--- config.mk ---
export PLATFORM = sky130hd
export DESIGN_NAME = cell_button_conditioner
export DESIGN_NICKNAME = d
export VERILOG_FILES = /design/src/rtl/cell_button_conditioner.sv
export SDC_FILE = /design/constraint.sdc
export NUM_CORES = 1
export LEC_CHECK = 0
export ABC_CLOCK_PERIOD_IN_PS = 3150
export CAP_MARGIN = 40
export CORE_UTILIZATION = 55
export DETAILED_ROUTE_END_ITERATION = 7
export PLACE_DENSITY = 0.84
export SETUP_SLACK_MARGIN = 0.15
export SLEW_MARGIN = 0
export SYNTH_ARGS = -nofsm -noshare
export SYNTH_HDL_FRONTEND = slang
export SYNTH_SLANG_ARGS = --single-unit
--- constraint.sdc ---
create_clock -name clk -period 3.15 [get_ports clk]
set_clock_uncertainty 0.05 [all_clocks]
set_input_delay 0.315 -clock clk [delete_from_list [all_inputs] [get_ports clk]]
set_output_delay 0.315 -clock clk [all_outputs]
set_load 0.05 [all_outputs]
--- src/rtl/cell_button_conditioner.sv ---
// Purpose: turns nine raw bouncy cell buttons into clean one-hot cell-press pulses for the game core.
// Latency: a clean press reaches cell_press DEBOUNCE_CYCLES+3 cycles after it is first sampled.
// Backpressure: none; lock discards new presses, and busy stays high until every button is released.
module cell_button_conditioner #(
    parameter int DEBOUNCE_CYCLES = 50000,
    parameter int PULSE_CYCLES    = 4,
    parameter bit BTN_ACTIVE_LOW  = 1'b1
) (
    input  logic       clk,
    input  logic       reset,
    input  logic [8:0] btn_raw,
    input  logic       lock,
    output logic [8:0] cell_press,
    output logic       busy,
    output logic       collision,
    output logic [8:0] btn_level
);

    localparam int CNT_W = $clog2(DEBOUNCE_CYCLES + 1);
    localparam int PLS_W = $clog2(PULSE_CYCLES + 1);
    localparam logic [CNT_W-1:0] DB_LAST    = CNT_W'(DEBOUNCE_CYCLES - 1);
    localparam logic [PLS_W-1:0] PULSE_LAST = PLS_W'(PULSE_CYCLES - 1);

    typedef enum logic [1:0] {
        S_IDLE,
        S_PULSE,
        S_RELEASE_WAIT
    } state_t;

    logic [8:0]       btn_act;
    logic [8:0]       sync_q1;
    logic [8:0]       sync_q2;
    logic [CNT_W-1:0] db_cnt [9];
    logic [8:0]       btn_level_d;
    logic [8:0]       press_edge;
    logic             edge_one_hot;
    logic             edge_multi;

    state_t           state;
    state_t           state_nx;
    logic [8:0]       press_nx;
    logic [PLS_W-1:0] pulse_cnt;
    logic [PLS_W-1:0] pulse_cnt_nx;
    logic             collision_nx;

    // Polarity is normalised before the synchroniser so everything after it is "1 = pressed".
    assign btn_act = BTN_ACTIVE_LOW ? ~btn_raw : btn_raw;

    always_ff @(posedge clk) begin
        if (reset) begin
            sync_q1 <= '0;
            sync_q2 <= '0;
        end else begin
            sync_q1 <= btn_act;
            sync_q2 <= sync_q1;
        end
    end

    always_ff @(posedge clk) begin
        if (reset) begin
            btn_level <= '0;
            for (int k = 0; k < 9; k++) begin
                db_cnt[k] <= '0;
            end
        end else begin
            for (int k = 0; k < 9; k++) begin
                if (sync_q2[k] != btn_level[k]) begin
                    if (db_cnt[k] == DB_LAST) begin
                        btn_level[k] <= ~btn_level[k];
                        db_cnt[k]    <= '0;
                    end else begin
                        db_cnt[k] <= db_cnt[k] + 1'b1;
                    end
                end else begin
                    db_cnt[k] <= '0;
                end
            end
        end
    end

    always_ff @(posedge clk) begin
        if (reset) begin
            btn_level_d <= '0;
            press_edge  <= '0;
        end else begin
            btn_level_d <= btn_level;
            press_edge  <= btn_level & ~btn_level_d;
        end
    end

    assign edge_one_hot = (press_edge != '0) && ((press_edge & (press_edge - 9'd1)) == '0);
    assign edge_multi   = (press_edge != '0) && !edge_one_hot;

    always_comb begin
        state_nx     = state;
        press_nx     = cell_press;
        pulse_cnt_nx = pulse_cnt;
        collision_nx = 1'b0;
        unique case (state)
            S_IDLE: begin
                if (!lock && edge_one_hot) begin
                    press_nx     = press_edge;
                    pulse_cnt_nx = '0;
                    state_nx     = S_PULSE;
                end else if (!lock && edge_multi) begin
                    collision_nx = 1'b1;
                    state_nx     = S_RELEASE_WAIT;
                end
            end
            S_PULSE: begin
                // lock is deliberately not looked at here: an accepted move always completes.
                if (pulse_cnt == PULSE_LAST) begin
                    press_nx = '0;
                    state_nx = S_RELEASE_WAIT;
                end else begin
                    pulse_cnt_nx = pulse_cnt + 1'b1;
                end
            end
            S_RELEASE_WAIT: begin
                if (btn_level == '0) begin
                    state_nx = S_IDLE;
                end
            end
            default: begin
                press_nx = '0;
                state_nx = S_IDLE;
            end
        endcase
    end

    always_ff @(posedge clk) begin
        if (reset) begin
            state      <= S_IDLE;
            cell_press <= '0;
            pulse_cnt  <= '0;
            busy       <= 1'b0;
            collision  <= 1'b0;
        end else begin
            state      <= state_nx;
            cell_press <= press_nx;
            pulse_cnt  <= pulse_cnt_nx;
            busy       <= (state_nx != S_IDLE);
            collision  <= collision_nx;
        end
    end

endmodule

Yosys cells after proc, flatten, opt, wreduce, memory -nomap -nowiden
Memories as Yosys holds them, arrays and structs flattened.
Index checks and enable logic that the tools add are counted.
- divide/modulo/power cells: 0
- order comparisons: 0
- $mul: 0
- add/subtract/negate cells: 11
- shift operators: 0
- eq/ne operators: 24
- bitwise operators: 42
- mux-type cells: 140
- reductions and logical operators: 24
- operators by type and width (operator ; count):
    16-bit 2-to-1 mux ; 27
    16-bit by 1-bit adder with 16-bit output, second input constant ; 9
    16-bit equality test, second input constant ; 9
    1-bit 2-to-1 mux ; 102
    1-bit OR ; 27
    9-bit one-hot mux with 3 select lines ; 1
    9-bit bitwise AND ; 2
    9-bit logical NOT ; 2
    9-bit 2-to-1 mux ; 2
    9-bit NOT ; 2
    2-bit AND reduction ; 9
    1-bit NOT ; 11
    1-bit != test ; 9
    9-bit nonzero test ; 1
    9-bit by 1-bit subtractor with 9-bit output, second input constant ; 1
    2-bit 2-to-1 mux ; 4
    3-bit 2-to-1 mux ; 2
    2-bit != test, second input constant ; 3
    2-bit one-hot mux with 3 select lines ; 1
    3-bit one-hot mux with 2 select lines ; 1
    3-bit AND reduction ; 2
    1-bit logical AND ; 4
    2-bit nonzero test ; 2
    3-bit by 1-bit adder with 3-bit output, second input constant ; 1
    6 further kinds ; 7
- bits in registers: 61
- input port bits: 12
- bits in read-only memories: 0
- latch bits: 0
- output and inout bits: 20
- memories: 1
- RAM bits: 144
- memories (name ; words ; bits a word ; read ports ; clocked after Yosys merged registers in ; wr ports ; RTL line ; RTL):
    db_cnt ; 9 ; 16 ; 9 ; 0 ; 9 ; 33 ; logic [CNT_W-1:0] db_cnt [9];

Logic depth before layout (Yosys ltp)
- word-level depth: 11
- mapped depth: 8

Worst setup path before layout
Ideal clock, no wire load.
- path kind: reg2reg
- start point: memory db_cnt[8][0] (netlist bit)
- end point: memory db_cnt[8][10] (netlist bit) (data pin)
- setup slack: 1198 ps
- clock period less this slack: 1952 ps
- arrival time: 1645 ps
- stages on the path, launching flop included: 9
- library setup time: 257 ps
- cells stage by stage: edfxtp_1 > ha_1 > and3_1 > nand2_1 > nor3_1 > or3_1 > clkbuf_1 > buf_2 > nor2_1
- RTL lines (element ; RTL line):
    from (decl) ; 33

==> impl_metrics.py <==
metrics = {
    "sta": {
        "setup_viol": 0,
        "rsz0062_at_grt": "false",
        "fin_crit_ns": 2.26,
        "finalCritPeriodShare_pct": 71.6,
        "setup_slack_ns": 0.893,
        "report.final.slew_viol_count": 0,
        "relSlewSlack_pct": 53.5,
        "max_freq_ghz": 0.443,
        "worst_pin_slew_ns": 0.688,
        "timing.setup.tns_ns": 0,
        "hold_violations": 0,
    },
    "synth": {
        "synth-main-ff-cell": "edfxtp_1",
        "synth.top_cell.area_share_pct": 44.5,
        "async_flop_share_pct": 0,
        "ys_top_cells_by_count": "186 x nor2_1, 144 x edfxtp_1, 77 x xor2_1, 66 x nand3_1, 61 x dfxtp_1",
        "ys_seq_area_share_pct": 57.0,
        "syn_inst": 905,
        "yosysWarnings": 0,
        "ys_types": 47,
        "synth_seq_cells": 205,
        "synth_top_area_cell": "edfxtp_1",
        "yosysMostFrequentCell": "nor2_1",
        "syn_area_sq_um": 9730,
        "synth.avg_cell_area_sq_um": 10.7,
        "synthTopCellsByArea": "edfxtp_1 44%, dfxtp_1 13%, nor2_1 7.2%",
        "synth_edf_count": 144,
    },
    "setup_path": {
        "critPathArrivalTime_ns": 2.44,
        "crit_fanout": 16,
        "worstSetupPathType": "reg2reg",
        "r2r_slack_ns": 0.89,
        "startpoint_type": "flop",
        "cp-end-kind": "flop",
        "required_ns": 3.34,
    },
    "cells_and_area": {
        "nets": 1102,
        "diodes": 0,
        "multi_input_area_sq_um": 4550,
        "layout-drive-gt1-share_pct": 4.29,
        "area_growth_pct": 18.3,
        "nFillCells": 1297,
        "regArea_sq_um": 5550,
        "final_area_sq_um": 11500,
    },
    "floorplanning": {
        "dieArea_sq_um": 18200,
        "core_area_sq_um": 17300,
        "start_util_pct": 56.2,
        "ioPinCount": 32,
        "rows": 48,
        "die_w_um": 135,
        "die_h_um": 135,
    },
    "route": {
        "dr_wl_met2_um": 8470,
        "drt-total-wl_um": 17200,
        "wl_met1_um": 7630,
        "wl_per_cell_um": 13.0,
        "vias_per_cell": 5.14,
        "first_pass_iters": 5,
        "ant_nets": 0,
        "drcViolationCount": 0,
        "highest_layer": "met4",
        "drtIter0Drc": 418,
        "vias": 6779,
        "wl_met3_um": 753,
    },
    "global_routing": {
        "globalRouteOverflowTotal": 0,
        "grtUsageTotal_pct": 19.7,
        "antenna_found_initial": 0,
        "grt_max_degree": 66,
        "grt_first_pass_wirelength_um": 29300,
        "grt_pass1_vias": 6562,
    },
    "power_and_ir_drop": {
        "p_seq_share_pct": 52.1,
        "power.switching_mw": 1.22,
        "clkPwrFrac_pct": 44.6,
        "p_per_area_nw_per_um2": 511,
        "internal_power_mw": 4.66,
        "p_comb_share_pct": 3.2,
        "p_leak_nw": 4.17,
        "swShare_pct": 20.7,
        "vdd.ir_drop.worst_mv": 0.441,
    },
    "placed_design": {
        "dp_hpwl_um": 11500,
        "pre_cts_ws_ns": 0.914,
        "placed_cell_area_sq_um": 10800,
        "place.gp.congestion": 0.845,
        "io_buffers": 31,
    },
    "job": {
        "maxCapViolCount": 0,
    },
    "clock_network": {
        "cts_sinks": 205,
        "cts-root-buf": "clkbuf_16",
        "cts_tree": "done",
        "h-tree-depth": 1,
        "hold_buffers": 0,
        "clk_pin_slew_ns": 0.06,
        "cts_setup_buffers": 0,
        "clock_path_buffers": 3,
        "cts-resized-gates": 0,
        "clock_latency_ns": 0.50,
        "numCtsBuffers": 22,
    },
    "worst_hold_path": {
        "hold_class": "in2reg",
    },
    "outcome": {
        "outcome": "finished clean",
    },
}
[power groups by stage]
| stage | clock (mW) | combinational (mW) | sequential, mW |
|---|---|---|---|
| finish | 2.62 | 0.191 | 3.06 |
| detailed placement | 0 | 0.182 | 3.12 |
| floorplan | 0 | 0.149 | 3.10 |
| global placement | 0 | 0.179 | 3.11 |
| CTS | 2.67 | 0.186 | 3.06 |
| global route | 2.78 | 0.218 | 3.08 |
[area by class of cell]
cell class / count / area share [%]
clock buffer: 33 / 6.03
clock inverter: 7 / 0.544
tap: 225 / 2.45
sequential: 205 / 48.2
timing repair buffer: 33 / 2.89
multi-input combinational: 806 / 39.5
inverter: 11 / 0.359
[layout by cell type, fill, tap and decap left out, types with 16 or more instances in the layout]
| master | Yosys | layout |
|---|---|---|
| clkdlybuf4s50_1 | 0 | 30 |
| and3_1 | 25 | 25 |
| xor2_1 | 77 | 77 |
| clkbuf_16 | 0 | 24 |
| nor3_1 | 23 | 23 |
| a21oi_1 | 16 | 16 |
| nand2_1 | 44 | 44 |
| conb_1 | 1 | 144 |
| nor2b_1 | 28 | 28 |
| xnor2_1 | 59 | 59 |
| nand3_1 | 66 | 66 |
| dfxtp_1 | 61 | 61 |
| edfxtp_1 | 144 | 144 |
| nand4_1 | 28 | 28 |
| nor2_1 | 186 | 186 |
[sequential cells by signal, indices dropped and copies added, names as in the netlist]
name	flops
btn_level	9
btn_level_d	9
busy	1
cell_press	9
collision	1
db_cnt	144
press_edge	9
pulse_cnt	3
state	2
sync_q1	9
sync_q2	9
[cell families (layout without fill, tap and decap cells)]
kind of cell / Yosys count / count (layout) / synth area share (%)
AO/OA/AOI/OAI: 40 / 40 / 2.69
XOR/XNOR: 136 / 136 / 12.2
adder cells (fa/ha/maj): 12 / 12 / 1.52
buffers and inverters: 37 / 84 / 1.72
flip-flops: 205 / 205 / 57.0
multiplexers: 9 / 9 / 0.926
other: 1 / 144 / 0.0385
AND/OR/NAND/NOR: 465 / 465 / 23.9
[metal layers]
metal / up-vias / global-route usage, %
li1: 3417 / -
met1: 3208 / 25.2
met2: 127 / 34.2
met3: 27 / 3.19
met4: 0 / 5.68
met5: - / 0
[path summary, 6_finish.rpt]
| path | start | depth (start not counted) | to |
|---|---|---|---|
| worst max-delay path | db_cnt[1][4] | 5 | db_cnt[1][5] |
| worst min-delay path | reset | 3 | sync_q1[5] |
| worst max register to register | db_cnt[1][4] | 5 | db_cnt[1][5] |
| worst min register to register | btn_level_d[0] | 1 | press_edge[0] |
[metrics by stage]
step	hold WS [ns]	std cells	power (mW)	utilization (%)
finish	0.224	1320	5.88	66.5
global route	0.229	1320	6.07	66.5
CTS	0.222	1320	5.92	66.5
detailed placement	0.325	1280	3.30	62.2
global placement	0.320	1279	3.29	62.1
floorplan	0.317	1048	3.24	-
[critical path, stage by stage (launching register included)]
cell and delay [ns]:
edfxtp_1 0.47, nor4_1 0.34, nand3b_1 0.12, nor4_1 0.39, or3_1 0.51, nor2_1 0.11
Power figures use the tool's default switching activity.
